### src/rtl/dbg_cmd_ctrl.sv
// rtl/dbg_cmd_ctrl.sv - debug command controller: word-stream commands to CPU halt control and memory accesses
//
// Purpose: decodes commands from a word receiver, runs halt/resume/status
// commands and single memory reads/writes, and returns one response word per
// command through a word transmitter.
//
// Ports:
//   clk, rst             clock; synchronous active-high reset
//   rx_ready, rx_word    one-cycle pulse qualifying a received 32-bit word
//   tx_start, tx_word    one-cycle send pulse; response word held until next send
//   tx_busy              transmitter busy, SEND waits while high
//   mem_rd, mem_wr       level access requests, held until mem_ack
//   mem_addr, mem_wdata  access address / write data
//   mem_rdata, mem_ack   read data and one-cycle completion
//   halt                 CPU halt request level
//   busy                 high whenever a command is in progress
module dbg_cmd_ctrl #(
  parameter int CLK_RATE    = 50,
  parameter int CMD_TIMEOUT = 200
) (
  input  logic        clk,
  input  logic        rst,
  input  logic        rx_ready,
  input  logic [31:0] rx_word,
  output logic        tx_start,
  output logic [31:0] tx_word,
  input  logic        tx_busy,
  output logic        mem_rd,
  output logic        mem_wr,
  output logic [31:0] mem_addr,
  output logic [31:0] mem_wdata,
  input  logic [31:0] mem_rdata,
  input  logic        mem_ack,
  output logic        halt,
  output logic        busy
);

  localparam int TIMEOUT_CLKS = CLK_RATE * CMD_TIMEOUT * 1000;
  localparam int CW           = $clog2(TIMEOUT_CLKS + 1);
  localparam logic [CW-1:0] TO_MAX = CW'(TIMEOUT_CLKS);

  localparam logic [7:0] OP_STATUS = 8'h01;
  localparam logic [7:0] OP_HALT   = 8'h02;
  localparam logic [7:0] OP_RESUME = 8'h03;
  localparam logic [7:0] OP_MEM_RD = 8'h04;
  localparam logic [7:0] OP_MEM_WR = 8'h05;

  localparam logic [31:0] RESP_TIMEOUT = 32'hFFFF_FFFD;
  localparam logic [31:0] RESP_NOHALT  = 32'hFFFF_FFFE;
  localparam logic [31:0] RESP_BADOP   = 32'hFFFF_FFFF;

  typedef enum logic [2:0] {IDLE, GET_ADDR, GET_DATA, MEM_REQ, SEND} state_t;

  state_t        state, state_nx;
  logic [CW-1:0] cnt, cnt_nx;
  logic [31:0]   resp, resp_nx;
  logic          is_wr, is_wr_nx;
  logic          overrun, overrun_nx;
  logic          tx_start_nx, mem_rd_nx, mem_wr_nx, halt_nx, busy_nx;
  logic [31:0]   tx_word_nx, mem_addr_nx, mem_wdata_nx;

  always_ff @(posedge clk) begin
    if (rst) begin
      state     <= IDLE;
      cnt       <= '0;
      resp      <= '0;
      is_wr     <= 1'b0;
      overrun   <= 1'b0;
      tx_start  <= 1'b0;
      tx_word   <= '0;
      mem_rd    <= 1'b0;
      mem_wr    <= 1'b0;
      mem_addr  <= '0;
      mem_wdata <= '0;
      halt      <= 1'b0;
      busy      <= 1'b0;
    end else begin
      state     <= state_nx;
      cnt       <= cnt_nx;
      resp      <= resp_nx;
      is_wr     <= is_wr_nx;
      overrun   <= overrun_nx;
      tx_start  <= tx_start_nx;
      tx_word   <= tx_word_nx;
      mem_rd    <= mem_rd_nx;
      mem_wr    <= mem_wr_nx;
      mem_addr  <= mem_addr_nx;
      mem_wdata <= mem_wdata_nx;
      halt      <= halt_nx;
      busy      <= busy_nx;
    end
  end

  always_comb begin
    state_nx     = state;
    cnt_nx       = cnt;
    resp_nx      = resp;
    is_wr_nx     = is_wr;
    overrun_nx   = overrun;
    tx_start_nx  = 1'b0;
    tx_word_nx   = tx_word;
    mem_rd_nx    = mem_rd;
    mem_wr_nx    = mem_wr;
    mem_addr_nx  = mem_addr;
    mem_wdata_nx = mem_wdata;
    halt_nx      = halt;

    case (state)
      IDLE: begin
        cnt_nx = '0;
        if (rx_ready) begin
          state_nx = SEND;
          case (rx_word[7:0])
            OP_STATUS: begin
              resp_nx    = {30'b0, overrun, halt};
              overrun_nx = 1'b0;
            end
            OP_HALT: begin
              halt_nx = 1'b1;
              resp_nx = '0;
            end
            OP_RESUME: begin
              halt_nx = 1'b0;
              resp_nx = '0;
            end
            OP_MEM_RD, OP_MEM_WR: begin
              // Memory access is only legal with the CPU halted; otherwise
              // reject at once without consuming any argument words.
              if (halt) begin
                is_wr_nx = (rx_word[7:0] == OP_MEM_WR);
                state_nx = GET_ADDR;
              end else begin
                resp_nx = RESP_NOHALT;
              end
            end
            default: resp_nx = RESP_BADOP;
          endcase
        end
      end

      GET_ADDR: begin
        if (rx_ready) begin
          cnt_nx      = '0;
          mem_addr_nx = rx_word;
          if (is_wr) begin
            state_nx = GET_DATA;
          end else begin
            state_nx  = MEM_REQ;
            mem_rd_nx = 1'b1;
          end
        end else if (cnt == TO_MAX) begin
          cnt_nx   = '0;
          state_nx = IDLE;
        end else begin
          cnt_nx = cnt + 1'b1;
        end
      end

      GET_DATA: begin
        if (rx_ready) begin
          cnt_nx       = '0;
          mem_wdata_nx = rx_word;
          mem_wr_nx    = 1'b1;
          state_nx     = MEM_REQ;
        end else if (cnt == TO_MAX) begin
          cnt_nx   = '0;
          state_nx = IDLE;
        end else begin
          cnt_nx = cnt + 1'b1;
        end
      end

      MEM_REQ: begin
        // Words arriving mid-access are lost; the host learns via STATUS.
        if (rx_ready) overrun_nx = 1'b1;
        if (mem_ack) begin
          resp_nx   = mem_rd ? mem_rdata : 32'h0;
          mem_rd_nx = 1'b0;
          mem_wr_nx = 1'b0;
          cnt_nx    = '0;
          state_nx  = SEND;
        end else if (cnt == TO_MAX) begin
          resp_nx   = RESP_TIMEOUT;
          mem_rd_nx = 1'b0;
          mem_wr_nx = 1'b0;
          cnt_nx    = '0;
          state_nx  = SEND;
        end else begin
          cnt_nx = cnt + 1'b1;
        end
      end

      SEND: begin
        cnt_nx = '0;
        if (rx_ready) overrun_nx = 1'b1;
        if (!tx_busy) begin
          tx_start_nx = 1'b1;
          tx_word_nx  = resp;
          state_nx    = IDLE;
        end
      end

      default: state_nx = IDLE;
    endcase

    busy_nx = (state_nx != IDLE);
  end

endmodule

### config.mk
export PLATFORM = sky130hd
export DESIGN_NAME = dbg_cmd_ctrl
export DESIGN_NICKNAME = d
export VERILOG_FILES = /design/src/rtl/dbg_cmd_ctrl.sv
export SDC_FILE = /design/constraint.sdc
export NUM_CORES = 1
export LEC_CHECK = 0
export CORE_MARGIN = 4
export CORE_UTILIZATION = 48
export DETAILED_ROUTE_END_ITERATION = 10
export HOLD_SLACK_MARGIN = 0.08
export PLACE_DENSITY = 0.83
export SLEW_MARGIN = 20
export SYNTH_ARGS = -nofsm -noshare
export SYNTH_HDL_FRONTEND = slang
export SYNTH_SLANG_ARGS = --single-unit
### constraint.sdc
create_clock -name clk -period 2.46 [get_ports clk]
set_input_delay 0.369 -clock clk [delete_from_list [all_inputs] [get_ports clk]]
set_output_delay 0.369 -clock clk [all_outputs]
set_load 0.005 [all_outputs]
==> key figures <==
Die
  • IO Count: 170
  • Row count: 42
  • Die width: 124.6 um
  • Initial Util: 49.12%
  • Chip height: 124.6 um
  • Core area: 13,300 um2
  • Die area: 15,530 um2

Drt
  • Initial DRT Pass Iterations: 5
  • Drc violations: 0
  • Post-DR wirelength/cell: 15.56 um
  • Initial detailed-routing violation count: 414
  • Routed WL: 17,260 um
  • Via density: 5.289
  • Detail Route Antenna Nets: 0
  • Via count: 5,866

Power and ir drop
  • Switch Pwr: 1201 uW
  • Clock share of power: 46.3%
  • Leakage power: 0.003289 uW
  • Combinational power share: 6.0%
  • Flop pwr share: 47.7%
  • PwrDens: 635.4 nW/um2
  • Sw Ratio: 21.02%
  • Power Internal: 4512 uW
  • VDD IR max: 461.8 uV

Setup path
  • Crit path kind: in2reg
  • Slowest Stage Delay on Critical Path: 610 ps
  • Crit path required time: 2770 ps
  • CP Launch Type: primary input
  • Critical path arrival: 2620 ps
  • Worst setup EP type: flop
  • Crit-path cells: clkdlybuf4s50_1 -> or4_1 -> nor4_2 -> o21ai_2 -> o31a_2 -> a2111o_1
  • Slowest CP cell: or4_1
  • R2r setup slk: 180 ps
  • Crit path max fanout: 4

CTS
  • Clk sinks: 162
  • Htree depth: 4
  • Clock buffer count from CTS: 17
  • Post-cts resize count: 0
  • Hold buffer count at CTS: 0
  • CTS max path bufs: 2
  • Post-CTS Repair Setup Buffers: 0
  • CTS tree: yes
  • Root buf cell: clkbuf_16
  • Clock latency at the later pin of the worst-skew pair: 430 ps
  • Reg clk slew, reported paths: 60 ps

Placed design
  • Port buffer count: 169
  • DPL Wire Length: 11,550 um
  • DP Area: 8389 um2
  • GP Congestion: 0.8435
  • Placed insts: 1,077

Synth
  • Synthesized instance count: 758
  • Yosys warns: 0
  • Mapped Nets: 829
  • FFs w/ async S/R, synth: 0%
  • Mapped cell area: 6530 um2
  • EDFF count, synth: 0
  • Distinct cells, synth: 62
  • Syn avg cell area: 8.615 um2
  • Yosys reg bits: 162
  • Seq/Total Area, Yosys: 49.66%
  • Most used DFF post-synth: dfxtp_1

Timing
  • Final hold vios: 0
  • Number of setup violations in the final report: 0
  • WHS: 370.6 ps
  • Final worst-path cycle share: 93.80%
  • Fmax: 433.4 MHz
  • Clk_skew: 6.700 ps
  • Pins Over Slew Limit: 0
  • Min Tclk post-route: 2307 ps
  • RSZ-0062 raised after global routing: false
  • Worst slew margin: 55.42%
  • Worst-Margin Slew: 651.8 ps

GRT
  • Gr usage total: 21.77%
  • First-pass GRT wire length: 27,690 um
  • Total grt overflow: 0
  • Initial antenna violation count: 0
  • Largest net degree at the start of global routing: 76
  • Vias in the first global route: 5,496

Final layout
  • Antenna fix cells: 0
  • Commonest non-fill, non-tap cell in the layout: nand2_1
  • Design Area, Final: 8991 um2
  • Layout area overhead: 37.69%
  • Final Non-Filler Cells: 1,109
  • Final net count: 991
  • Layout cells sized above 1: 10.83%
  • Fillers: 1,018
  • Most frequent cells in the layout: 209 x nand2_1, 168 x clkdlybuf4s50_1, 162 x dfxtp_1

Flow run
  • Max cap viols: 0

Run status
  • Status: complete, no violations

Hold path
  • Min-Delay Path Class: in2reg
[layer usage]
metal / track usage, % / part of all wire, %
met5: 0 / 0
met1: 25.80 / 42
met3: 8.233 / 7.8
met4: 9.349 / 2.7
met2: 35.31 / 48
[state kept, by name, summed over array words and instances (netlist names)]
register,count
busy,1
cnt,24
halt,1
is_wr,1
mem_addr,32
mem_rd,1
mem_wdata,32
mem_wr,1
overrun,1
resp,32
state,3
tx_start,1
tx_word,32
[cells in the mapped netlist (all sizes together), types with 3 or more instances]
| cell type | n | area (um2) |
|---|---|---|
| a21o | 33 | 274.0 |
| a21oi | 103 | 515.5 |
| a31oi | 5 | 31.28 |
| and3 | 3 | 18.77 |
| and3b | 3 | 26.28 |
| and4 | 4 | 37.54 |
| buf | 9 | 85.08 |
| clkbuf | 37 | 148.9 |
| dfxtp | 162 | 3243 |
| dlygate4sd3 | 5 | 50.05 |
| inv | 8 | 30.03 |
| nand2 | 209 | 784.5 |
| nand3 | 11 | 55.05 |
| nand3b | 3 | 22.52 |
| nand4 | 9 | 56.30 |
| nor2 | 37 | 141.4 |
| nor2b | 3 | 18.77 |
| nor3 | 8 | 51.30 |
| nor3b | 4 | 30.03 |
| nor4 | 6 | 43.79 |
| o211a | 30 | 300.3 |
| o21ai | 5 | 28.78 |
| or2 | 4 | 27.53 |
| or4 | 4 | 33.78 |
| xnor2 | 11 | 96.34 |
| xor2 | 8 | 70.07 |
[power groups by stage]
stage / Sequential (uW) / Clock (uW) / Combinational [uW]
after detailed placement: 2780 / 0 / 341
after floorplan: 2770 / 0 / 146
after global routing: 2730 / 2790 / 367
after global placement: 2780 / 0 / 338
final: 2720 / 2650 / 342
after CTS: 2720 / 2700 / 343
[worst paths after layout]
check | from | to | depth (start not counted)
worst max-delay path | rx_word[5] | busy | 6
worst min-delay path | rst | overrun | 2
worst max register to register | cnt[3] | resp[27] | 5
worst min register to register | resp[5] | tx_word[5] | 2
[critical path, delay by kind of cell]
family	cells	cell delay [ps]
AOI/OAI and AO/OA	3	830
buffers and inverters	1	450
and+or+nand+nor	2	970
[logic make-up after synthesis]
family / Yosys count / share of synthesized area, %
compound gates: 191 / 19.56
flops: 162 / 49.66
buf+inv: 63 / 5.461
mux: 1 / 0.1533
fa+ha+maj: 2 / 0.3832
xor+xnor: 19 / 2.548
simple gates: 320 / 22.23
[stage by stage]
stage	power, uW	worst slack [ps]	setup TNS, ps	util (%)
after floorplan	2919	313.7	0	-
after global placement	3117	-230.0	-5729	63.10
after detailed placement	3122	-287.7	-6887	63.10
after CTS	5763	171.3	0	67.63
final	5713	152.6	0	67.63
after global routing	5886	39.37	0	67.63
[layout make-up]
class,instances,area (um2),area share (%)
repair buffers,198,1957,21.76
clock inverters,8,100.1,1.113
multi-input cells,533,2939,32.69
well taps,176,220.2,2.449
inverters,8,30.03,0.3340
clock buffers,24,501.7,5.580
flip-flops and latches,162,3243,36.07
(Power assumes the default switching activity.)
